--- config.mk ---
export PLATFORM = sky130hd
export DESIGN_NAME = code_entry_verifier
export DESIGN_NICKNAME = d
export VERILOG_FILES = /design/src/rtl/code_entry_verifier.sv
export SDC_FILE = /design/constraint.sdc
export NUM_CORES = 1
export LEC_CHECK = 0
export ABC_AREA = 1
export BUFFER_PORTS_ARGS = -buffer_cell sky130_fd_sc_hd__buf_4
export CAP_MARGIN = 20
export CORE_MARGIN = 2
export CORE_UTILIZATION = 50
export CTS_CLUSTER_DIAMETER = 60
export DETAILED_ROUTE_END_ITERATION = 16
export GPL_TIMING_DRIVEN = 1
export PLACE_DENSITY = 0.73
export SKIP_CTS_REPAIR_TIMING = 1
export SYNTH_ARGS = -nofsm -noshare
export SYNTH_HDL_FRONTEND = slang
export SYNTH_SLANG_ARGS = --single-unit
--- constraint.sdc ---
create_clock -name clk -period 3.65 [get_ports clk]
set_input_delay 0.365 -clock clk [delete_from_list [all_inputs] [get_ports clk]]
set_output_delay 0.365 -clock clk [all_outputs]
set_load 0.02 [all_outputs]
--- src/rtl/code_entry_verifier.sv ---
// rtl/code_entry_verifier.sv - serial code entry, four-mode verification, timed result and failure lockout
module code_entry_verifier #(
   parameter int CODE_W     = 8,
   parameter int CHECK_W    = 4,
   parameter int RESULT_CYC = 4,
   parameter int MAX_TRIES  = 3,
   parameter int LOCK_CYC   = 16
) (
   input  logic                             clk,
   input  logic                             rst,
   input  logic                             btn_one,
   input  logic                             btn_zero,
   input  logic                             btn_check,
   input  logic [1:0]                       mode,
   input  logic [CODE_W-1:0]                key,
   output logic [CODE_W-1:0]                code,
   output logic [$clog2(CODE_W+1)-1:0]      bit_count,
   output logic                             waiting_for_user,
   output logic                             verifying,
   output logic                             done,
   output logic                             pass,
   output logic [$clog2(MAX_TRIES+1)-1:0]   fail_count,
   output logic                             locked
);

   localparam int BC_W    = $clog2(CODE_W + 1);
   localparam int FC_W    = $clog2(MAX_TRIES + 1);
   localparam int CNT_MAX = (RESULT_CYC > LOCK_CYC) ? RESULT_CYC : LOCK_CYC;
   localparam int CNT_W   = $clog2(CNT_MAX + 1);

   typedef enum logic [1:0] {ENTRY, VERIFY, RESULT, LOCKED} state_t;

   state_t             state;
   logic [CNT_W-1:0]   timer;
   logic               one_prev, zero_prev, check_prev;
   logic               one_edge, zero_edge, check_edge;
   logic               result;

   assign one_edge   = btn_one & ~one_prev;
   assign zero_edge  = btn_zero & ~zero_prev;
   assign check_edge = btn_check & ~check_prev;

   assign waiting_for_user = (state == ENTRY);
   assign verifying        = (state == VERIFY);

   always_comb begin
      result = 1'b0;
      case (mode)
         2'd0:    result = (code[CHECK_W-1:0] == key[CHECK_W-1:0]);
         2'd1:    result = (code == key);
         2'd2:    result = ~(^code);
         default: result = (code >= key);
      endcase
   end

   // The timer is shared: RESULT hold length, then lockout length.
   always_ff @(posedge clk or posedge rst) begin
      if (rst) begin
         state      <= ENTRY;
         code       <= '0;
         bit_count  <= '0;
         fail_count <= '0;
         done       <= 1'b0;
         pass       <= 1'b0;
         locked     <= 1'b0;
         timer      <= '0;
         one_prev   <= 1'b0;
         zero_prev  <= 1'b0;
         check_prev <= 1'b0;
      end else begin
         one_prev   <= btn_one;
         zero_prev  <= btn_zero;
         check_prev <= btn_check;
         case (state)
            ENTRY: begin
               if (check_edge && bit_count == BC_W'(CODE_W)) begin
                  state <= VERIFY;
               end else if (one_edge ^ zero_edge) begin
                  code <= {code[CODE_W-2:0], one_edge};
                  if (bit_count != BC_W'(CODE_W))
                     bit_count <= bit_count + BC_W'(1);
               end
            end
            VERIFY: begin
               pass  <= result;
               done  <= 1'b1;
               timer <= CNT_W'(RESULT_CYC - 1);
               state <= RESULT;
               if (result)
                  fail_count <= '0;
               else if (fail_count != FC_W'(MAX_TRIES))
                  fail_count <= fail_count + FC_W'(1);
            end
            RESULT: begin
               if (timer == '0) begin
                  done      <= 1'b0;
                  pass      <= 1'b0;
                  code      <= '0;
                  bit_count <= '0;
                  if (fail_count == FC_W'(MAX_TRIES)) begin
                     locked <= 1'b1;
                     timer  <= CNT_W'(LOCK_CYC - 1);
                     state  <= LOCKED;
                  end else begin
                     state <= ENTRY;
                  end
               end else begin
                  timer <= timer - CNT_W'(1);
               end
            end
            default: begin
               if (timer == '0) begin
                  locked     <= 1'b0;
                  fail_count <= '0;
                  state      <= ENTRY;
               end else begin
                  timer <= timer - CNT_W'(1);
               end
            end
         endcase
      end
   end

endmodule

After elaboration in Yosys (flattened, before gate mapping)
Index checks and enable logic that the tools add are counted.
{"block": "op_classes", "eq_ne": 19, "order_cmp": 1, "muxes": 28, "addsub": 3, "n_bitwise": 11, "n_reduce_logical": 18}
{"op": "$mux 8", "count": 3}
{"op": "$mux 4", "count": 4}
{"op": "$pmux 8 s2", "count": 1}
{"op": "$mux 5", "count": 3}
{"op": "$pmux 5 s3", "count": 1}
{"op": "$mux 2", "count": 6}
{"op": "$reduce_and 3->1", "count": 4}
{"op": "$eq 8x8->1", "count": 1}
{"op": "$ge 8x8->1", "count": 1}
{"op": "$ne 2x2->1 const B", "count": 4}
{"op": "$pmux 4 s2", "count": 1}
{"op": "$reduce_xor 8->1", "count": 1}
{"op": "$not 1->1", "count": 7}
{"op": "$eq 2x2->1 const B", "count": 3}
{"op": "$ne 2x1->1 const B", "count": 3}
{"op": "$pmux 1 s2", "count": 3}
{"op": "$pmux 2 s3", "count": 1}
{"op": "$reduce_bool 2->1", "count": 3}
{"op": "$logic_not 5->1", "count": 1}
{"op": "$reduce_and 5->1", "count": 1}
{"op": "$sub 5x1->5 const B", "count": 1}
{"op": "$add 4x1->4 const B", "count": 1}
{"op": "$eq 2x1->1 const B", "count": 2}
{"op": "$eq 4x4->1", "count": 1}
{"op": "17 further kinds", "count": 23}
{"block": "totals", "ff_bits": 27, "out_inout_bits": 19, "inputBits": 15, "elab_cells": 91}

Logic depth before layout (Yosys ltp)
Gate-level depths: netlist (run 1).
{"block": "logic_depth", "ltp_word": 6, "ltp_mapped": 14, "mapped_depth_nobuf": 14}

Worst setup path before layout (run 1)
No wires, ideal clock.
{"block": "synth_timing", "kind": "reg-to-reg", "from": "register code[3]", "to": "register fail_count[0]", "setup_slack_ns": 2.002, "required_ns": 3.533, "period_less_slack_ns": 1.648, "n_path_buf": 0, "path_stages_with_launch": 13, "arrival_time_ns": 1.531, "setup_ns": 0.117, "path_cell_list": "dfrtp_1 ha_1 nand2_1 nor2_1 nor2_1 nand2_1 nand2_1 a21oi_1 nand2_1 nand2_1 nand2_1 nand2_1 nand2_1"}
{"block": "synth_between", "elab_chain_len": 5, "word_cells_on_any_way": 10, "cone_classes": "order compare: 1; eq/ne: 3; mux: 3; bitwise: 1; reduce/logical: 2"}
{"element": "from (decl)", "line": "16", "source": "output logic [CODE_W-1:0] code,"}
{"element": "from (signal assigned)", "line": "79", "source": "code <= {code[CODE_W-2:0], one_edge};"}
{"element": "branches (longest 2 deep; another with $ge 8x8->1)"}
{"element": "$pmux 1 s3 *", "line": "48", "source": "case (mode)"}
{"element": "$ne 3x1->1 (no line) / $mux 2 (equally long branches)"}
{"element": "$reduce_and 3->1 (no line) / $pmux 2 s2 (equally long branches)"}
{"element": "to (signal assigned)", "line": "92", "source": "fail_count <= fail_count + FC_W'(1);"}
{"element": "to (decl)", "line": "22", "source": "output logic [$clog2(MAX_TRIES+1)-1:0] fail_count,"}
Mark *: on every way between the ends.
A chain may end at the register's enable or synchronous reset.

Worst setup path in the final report (run 1)
{"block": "layout_timing", "from": "register state[0]", "to": "register timer[3]"}
{"block": "layout_between", "elab_chain_len": 3, "word_cells_on_any_way": 8, "cone_classes": "eq/ne: 4; mux: 1; bitwise: 1; reduce/logical: 2"}
{"element": "from (decl)", "line": "33", "source": "state_t state;"}
{"element": "from (signal assigned)", "line": "59", "source": "state <= ENTRY;"}
{"element": "from (signal assigned)", "line": "77", "source": "state <= VERIFY;"}
{"element": "from (signal assigned)", "line": "88", "source": "state <= RESULT;"}
{"element": "$eq 2x2->1, or another cell as far along", "line": "74", "source": "case (state)"}
{"element": "$ne 3x3->1 (no line), or another cell as far along"}
{"element": "$reduce_and 3->1 (no line)"}
{"element": "to (signal assigned)", "line": "87", "source": "timer <= CNT_W'(RESULT_CYC - 1);"}
{"element": "to (signal assigned)", "line": "102", "source": "timer <= CNT_W'(LOCK_CYC - 1);"}
{"element": "to (signal assigned)", "line": "108", "source": "timer <= timer - CNT_W'(1);"}
{"element": "to (decl)", "line": "34", "source": "logic [CNT_W-1:0] timer;"}
Parallel ways exist; a longest one is shown, timed or not.

==> summary.txt, run 1 <==
Timing
  – Crit share post-route: 0.5314
  – Worst clock skew: 0.008966 ns
  – Final setup violation count: 0
  – Highest Clock Rate: 515.6 MHz
  – Worst-margin pin slew: 0.3687 ns
  – Hold WS: 0.1371 ns
  – Slew margin rel.: 0.7540
  – Setup TNS: 0 ns
  – Minimum clock period: 1.940 ns
  – Pins Over Slew Limit: 0
  – RSZ-0062 raised after global routing: no
  – Final Hold Vio Count: 0

Synth
  – Syn_nets: 277
  – Main area contributors after synthesis: dfrtp_1 37%, nand2_1 13%, ha_1 11%
  – Multiplexer share of the synthesized area: 0
  – Post-synthesis register bit count: 27
  – Cell taking the most area after synthesis: dfrtp_1
  – Synth Warn #: 0
  – Synth Area in Simple Gates: 0.2756
  – Post-synth cell types: 24
  – Cells after Synth: 246
  – Mean Syn Cell Area: 7.436 um2
  – Xor/xnor share of the synthesized area: 0.02873
  – Largest family of logic cells by synthesized area: simple AND/OR/NAND/NOR gates
  – Post-synthesis compound-gate area fraction: 0.1074
  – Register area share after synthesis: 0.3694
  – Synthesized area: 1829 um2
  – Adder-cell share of the synthesized area: 0.1094
  – Synth top area share: 0.3694

Worst setup path
  – Worst EP arrival: 2.20 ns
  – Worst path max stage delay: 0.43 ns
  – Worst setup SP type: register
  – Endpoint type of the worst setup path: register
  – CP max-delay cell: dfrtp_1
  – WP data required: 3.91 ns
  – CP max FO: 14
  – Crit-path most repeated cell: o21ai_0
  – R2R setup slack: 1.71 ns
  – Setup CP Type: reg -> reg
  – CP Cell Sequence: inv_1 -> ha_1 -> inv_2 -> nor2_1 -> o21ai_0 -> nand2_1 -> a21oi_1 -> o21ai_1 -> o21ai_0

Drt
  – Final wirelength: 3.573 mm
  – DRC Markers: 0
  – Initial DRC Count: 90
  – Routed WL per cell: 10.89 um
  – Vias: 1603
  – DR pass1 iterations: 4
  – Via/cell ratio: 4.887
  – Post-DRT Antenna Nets: 0

Clocking
  – Root Buffer: clkbuf_4
  – CTS tree: done
  – H-tree depth: 1
  – Clock sinks: 27
  – Clk slew on worst S/H paths: 0.14 ns
  – CTS buffer count: 3
  – Worst skew pair latency: 0.33 ns
  – Maximum root-to-sink buffer count: 2

Die
  – Chip width: 64.49 um
  – Initial Utilization: 0.5355
  – Core Area: 3416 um2
  – Die area: 4158 um2
  – Ports: 34
  – Row count: 21
  – Die H: 64.49 um

Global route
  – Initial antenna violation count: 0
  – Total track usage: 0.1910
  – Largest net degree at the start of global routing: 28
  – Grt ovf: 0
  – Vias in the first global route: 1414
  – First-pass GRT wire length: 6.175 mm

Power and ir drop
  – Max VDD drop: 538.9 uV
  – Clock power share: 0.075
  – Flop pwr share: 0.300
  – Internal power: 0.8426 mW
  – Cell Pwr Density: 783.2 nW/um2
  – Switching share of power: 0.5047
  – Psw: 0.8587 mW
  – Combinational share of power: 0.625
  – LEAKAGE: 1.220 nW

Placed design
  – Placer Congestion: 0.8861
  – Dpl hpwl: 2.858 mm
  – Placed inst area: 2107 um2
  – IO Port Bufs: 33

Layout
  – Area delta synth->final: 18.74%
  – Final instance area: 2172 um2
  – Share of post-route cells with drive strength above 1: 0.1809
  – Diode count: 0
  – Filler instances: 322
  – Util after Layout: 0.6359
  – Nets@finish: 314

Job
  – Max-Cap Viols: 0

Min path
  – Worst hold path type: in -> reg

Status
  – Run status: finished, final reports clean
power by group through the flow:
stage               logic (mW)  clock network [mW]  registers, mW
floorplan                0.711                   0          0.585
global placement          1.04                   0          0.516
detailed placement        1.06                   0          0.518
CTS                       1.07               0.134          0.511
global route              1.22               0.148          0.525
finish                    1.06               0.128          0.510
final timing paths:
kind / startpoint / to / cells after the start
max: state[0] / timer[3] / 9
min: btn_zero / zero_prev / 1
max reg2reg: state[0] / timer[3] / 9
min reg2reg: fail_count[1] / fail_count[1] / 2
max in group asynchronous: rst / fail_count[0] / 4
min in group asynchronous: rst / code[7] / 3
cell families (layout without fill, tap and decap cells):
group           count (synthesis)  count (layout)
buf+inv                        49              85
simple gates                  110             110
xor+xnor                        6               6
compound gates                 38              38
fa+ha+maj                      16              16
flops                          27              27
synthesized netlist by cell type:
library cell	count
nand3b_1	1
buf_6	2
nand4_1	4
o31ai_1	2
o21ai_1	7
dfrtp_1	27
nand3_4	1
nand3_1	12
nand2_4	1
buf_2	1
inv_1	42
inv_2	4
ha_1	16
a21oi_1	9
nor2_1	18
nand2_1	65
nor2_2	2
o21ai_0	19
xor2_1	4
o22ai_1	1
nand3_2	3
xnor2_1	2
nor2_4	2
nor4_1	1
critical path: cells and delay by family (launching register included):
kind / cells / cell delay [ns]
compound gates: 4 / 0.57
fa+ha+maj: 1 / 0.33
buf+inv: 2 / 0.35
flops: 1 / 0.43
simple gates: 2 / 0.20
stage by stage:
step                total power [mW]  std cells  setup slack [ns]
finish                         1.701        328             1.711
CTS                            1.711        326             1.707
global route                   1.890        328             1.467
global placement               1.553        322             1.853
floorplan                      1.296        246             2.002
detailed placement             1.580        322             1.732
per-layer routing:
layer	wire (um)	up-vias	global-route usage
met5	0	-	0
met4	30	0	0.04787
met3	125	4	0.03646
met2	1669	30	0.3125
met1	1748	714	0.2624
li1	-	855	-
cells in the final DEF (no fill, tap or decap), drive strengths merged:
cell and instances:
dfrtp 27, nand4 4, dlygate4sd3 1, inv 46, o31ai 2, o21ai 26, ha 16, nand2 66
clkinv 1, xor2 4, nand3 16, nor4 1, nand3b 1, a21oi 9, o22ai 1, xnor2 2
nor2 22, clkbuf 3, buf 34
area by class of cell:
type | count | area, um2 | share of cell area
Multi-Input combinational cell | 170 | 953.4 | 0.4389
Inverter | 46 | 172.7 | 0.07949
Timing Repair Buffer | 35 | 285.3 | 0.1313
Tap cell | 46 | 57.56 | 0.02650
Clock buffer | 3 | 22.52 | 0.01037
Clock inverter | 1 | 5.005 | 0.002304
Sequential cell | 27 | 675.6 | 0.3111
flip-flops by register name, indices dropped and copies added (netlist names):
register    count
bit_count       4
check_prev      1
code            8
done            1
fail_count      2
locked          1
one_prev        1
pass            1
state           2
timer           5
zero_prev       1
Power figures use the tool's default switching activity.
==> run 2: changes to the inputs <==
clock period = 1.8 ns   (was 3.65 ns; I/O delays follow)
==> run 2 against run 1 <==
Net effect: fmax grew 14%; cell area is 11% higher; combinational power grew 150%; die area did not move; worst setup slack got worse by 1.6 ns; first-iteration DRC count shrank 39%; register-to-register slack got worse by 1.6 ns; power increased by 130%; non-clock buffer count up 21; clock skew fell by 0.0033 ns; critical path type unchanged.
==> summary.txt, run 2 (synthesized netlist as in run 1, its figures left out) <==
Clocking
  – Worst skew pair latency: 0.32 ns
  – Clock sinks: 27
  – CTS buffer count: 3
  – H-tree depth: 1
  – Clk slew on worst S/H paths: 0.13 ns
  – Root Buffer: clkbuf_4
  – Maximum root-to-sink buffer count: 2
  – CTS tree: done

Layout
  – Area used by multi-input combinational logic: 1035 um2
  – Share of post-route cells with drive strength above 1: 0.2970
  – Most common cell after layout, fill and taps aside: nand2_1
  – Register area: 678.2 um2
  – Filler instances: 290
  – Largest registers: code x8, timer x5, bit_count x4
  – Diode count: 0
  – Nets@finish: 335
  – Fin cells: 349
  – Max reg flops: 8
  – Util after Layout: 0.7037
  – Biggest register: code
  – Most frequent cells in the layout: 64 x nand2_1, 51 x buf_4, 34 x inv_1
  – Area delta synth->final: 31.40%

Drt
  – Final wirelength: 3.892 mm
  – Post-DRT Antenna Nets: 0
  – DR pass1 iterations: 4
  – DRC Markers: 0
  – Initial DRC Count: 55
  – Routed WL per cell: 11.15 um
  – Via/cell ratio: 4.788
  – Vias: 1671

Die
  – Row count: 21
  – Die H: 64.49 um
  – Initial Utilization: 0.5355
  – Core Area: 3416 um2
  – Die area: 4158 um2
  – Ports: 34
  – Chip width: 64.49 um

Placed design
  – Placed instance count: 332
  – Placer Congestion: 0.7826
  – Dpl hpwl: 2.900 mm
  – Pre-CTS setup slack: 0.06672 ns
  – IO Port Bufs: 33

Timing
  – Highest Clock Rate: 585.2 MHz
  – Final worst setup slack: 0.09128 ns
  – Final setup violation count: 0
  – Hold WS: 0.2944 ns
  – Worst-margin pin slew: 0.3481 ns
  – Crit share post-route: 0.9493
  – Minimum clock period: 1.709 ns
  – Slew margin rel.: 0.7658
  – Worst clock skew: 0.005676 ns
  – Final Hold Vio Count: 0
  – Pins Over Slew Limit: 0
  – RSZ-0062 raised after global routing: yes

Worst setup path
  – WP data required: 2.01 ns
  – Endpoint type of the worst setup path: register
  – Worst EP arrival: 1.92 ns
  – R2R setup slack: 0.09 ns
  – CP Cell Sequence: inv_2 -> ha_1 -> nand2_1 -> nor2_2 -> nand3b_1 -> nor2_4 -> buf_6 -> nor2_4 -> buf_4 -> nand3_2 -> o21ai_1
  – CP max FO: 6
  – Worst setup SP type: register
  – Setup CP Type: reg -> reg
  – CP Buf/Inv Count: 3
  – FF-to-FF path depth: 11
  – Worst path max stage delay: 0.43 ns
  – Crit-path most repeated cell: nor2_4
  – Critical Path Stages: 11
  – CP delay by family, top: simple AND/OR/NAND/NOR gates
  – CP max-delay cell: dfrtp_1

Global route
  – First-pass GRT wire length: 6.334 mm
  – Vias in the first global route: 1443
  – Total track usage: 0.1942
  – Grt ovf: 0
  – Largest net degree at the start of global routing: 28
  – Initial antenna violation count: 0

Job
  – Max-Cap Viols: 0

Min path
  – Worst hold path type: in -> reg
  – Worst Hold Depth: 6

Power and ir drop
  – LEAKAGE: 1.308 nW
  – Total design power: 3.887 mW
  – Max VDD drop: 1016 uV
  – Cell Pwr Density: 1617 nW/um2

Status
  – Run status: finished, final reports clean
[run 2: cell types whose count changed in the layout (fill, tap and decap cells not counted), moves of 2 or more]
| cell | before | now |
|---|---|---|
| ha_4 | 0 | 4 |
| buf_4 | 33 | 51 |
| inv_1 | 42 | 34 |
| nor2_1 | 18 | 16 |
| dfrtp_1 | 27 | 25 |
| inv_2 | 4 | 12 |
| a21oi_1 | 9 | 7 |
| ha_1 | 16 | 11 |
| a21oi_2 | 0 | 2 |
| dfrtp_2 | 0 | 2 |
| dlygate4sd3_1 | 1 | 4 |
[run 2: routing by layer]
layer / vias to the layer above / track usage / routed length (um)
met3: 2 / 0.03993 / 139
met5: - / 0 / 0
met4: 0 / 0.04787 / 31
li1: 893 / - / -
met1: 755 / 0.2671 / 1846
met2: 21 / 0.3151 / 1875
[run 2: through the flow]
stage,cell area [um2],setup TNS [ns]
after floorplan,1829,0
after global placement,2182,0
after detailed placement,2182,0
after CTS,2208,0
after global routing,2404,-0.07870
final,2404,0
[run 2: power breakdown]
group | switching, mW | internal, mW
logic | 1.52 | 1.08
clock network | 0.169 | 0.0867
registers | 0.200 | 0.834
total | 1.89 | 2.00
[run 2: final timing paths]
path                                  to     startpoint
setup / recovery                 code[4]   bit_count[0]
hold / removal             fail_count[1]        mode[0]
setup reg to reg                 code[4]   bit_count[0]
hold reg to reg            fail_count[1]  fail_count[1]
max in group asynchronous       state[0]            rst
min in group asynchronous        code[3]            rst
[run 2: cell type report]
class	count	share of cell area
Clock buffer	4	0.01093
Inverter	46	0.07184
Multi-Input combinational cell	170	0.4305
Sequential cell	27	0.2821
Tap cell	46	0.02395
Timing Repair Buffer	56	0.1806
[run 2: tightest hold or removal path: cells and delay by family]
kind	cells	cell delay (ns)
buffers and inverters	1	0.09
AND/OR/NAND/NOR	5	0.32
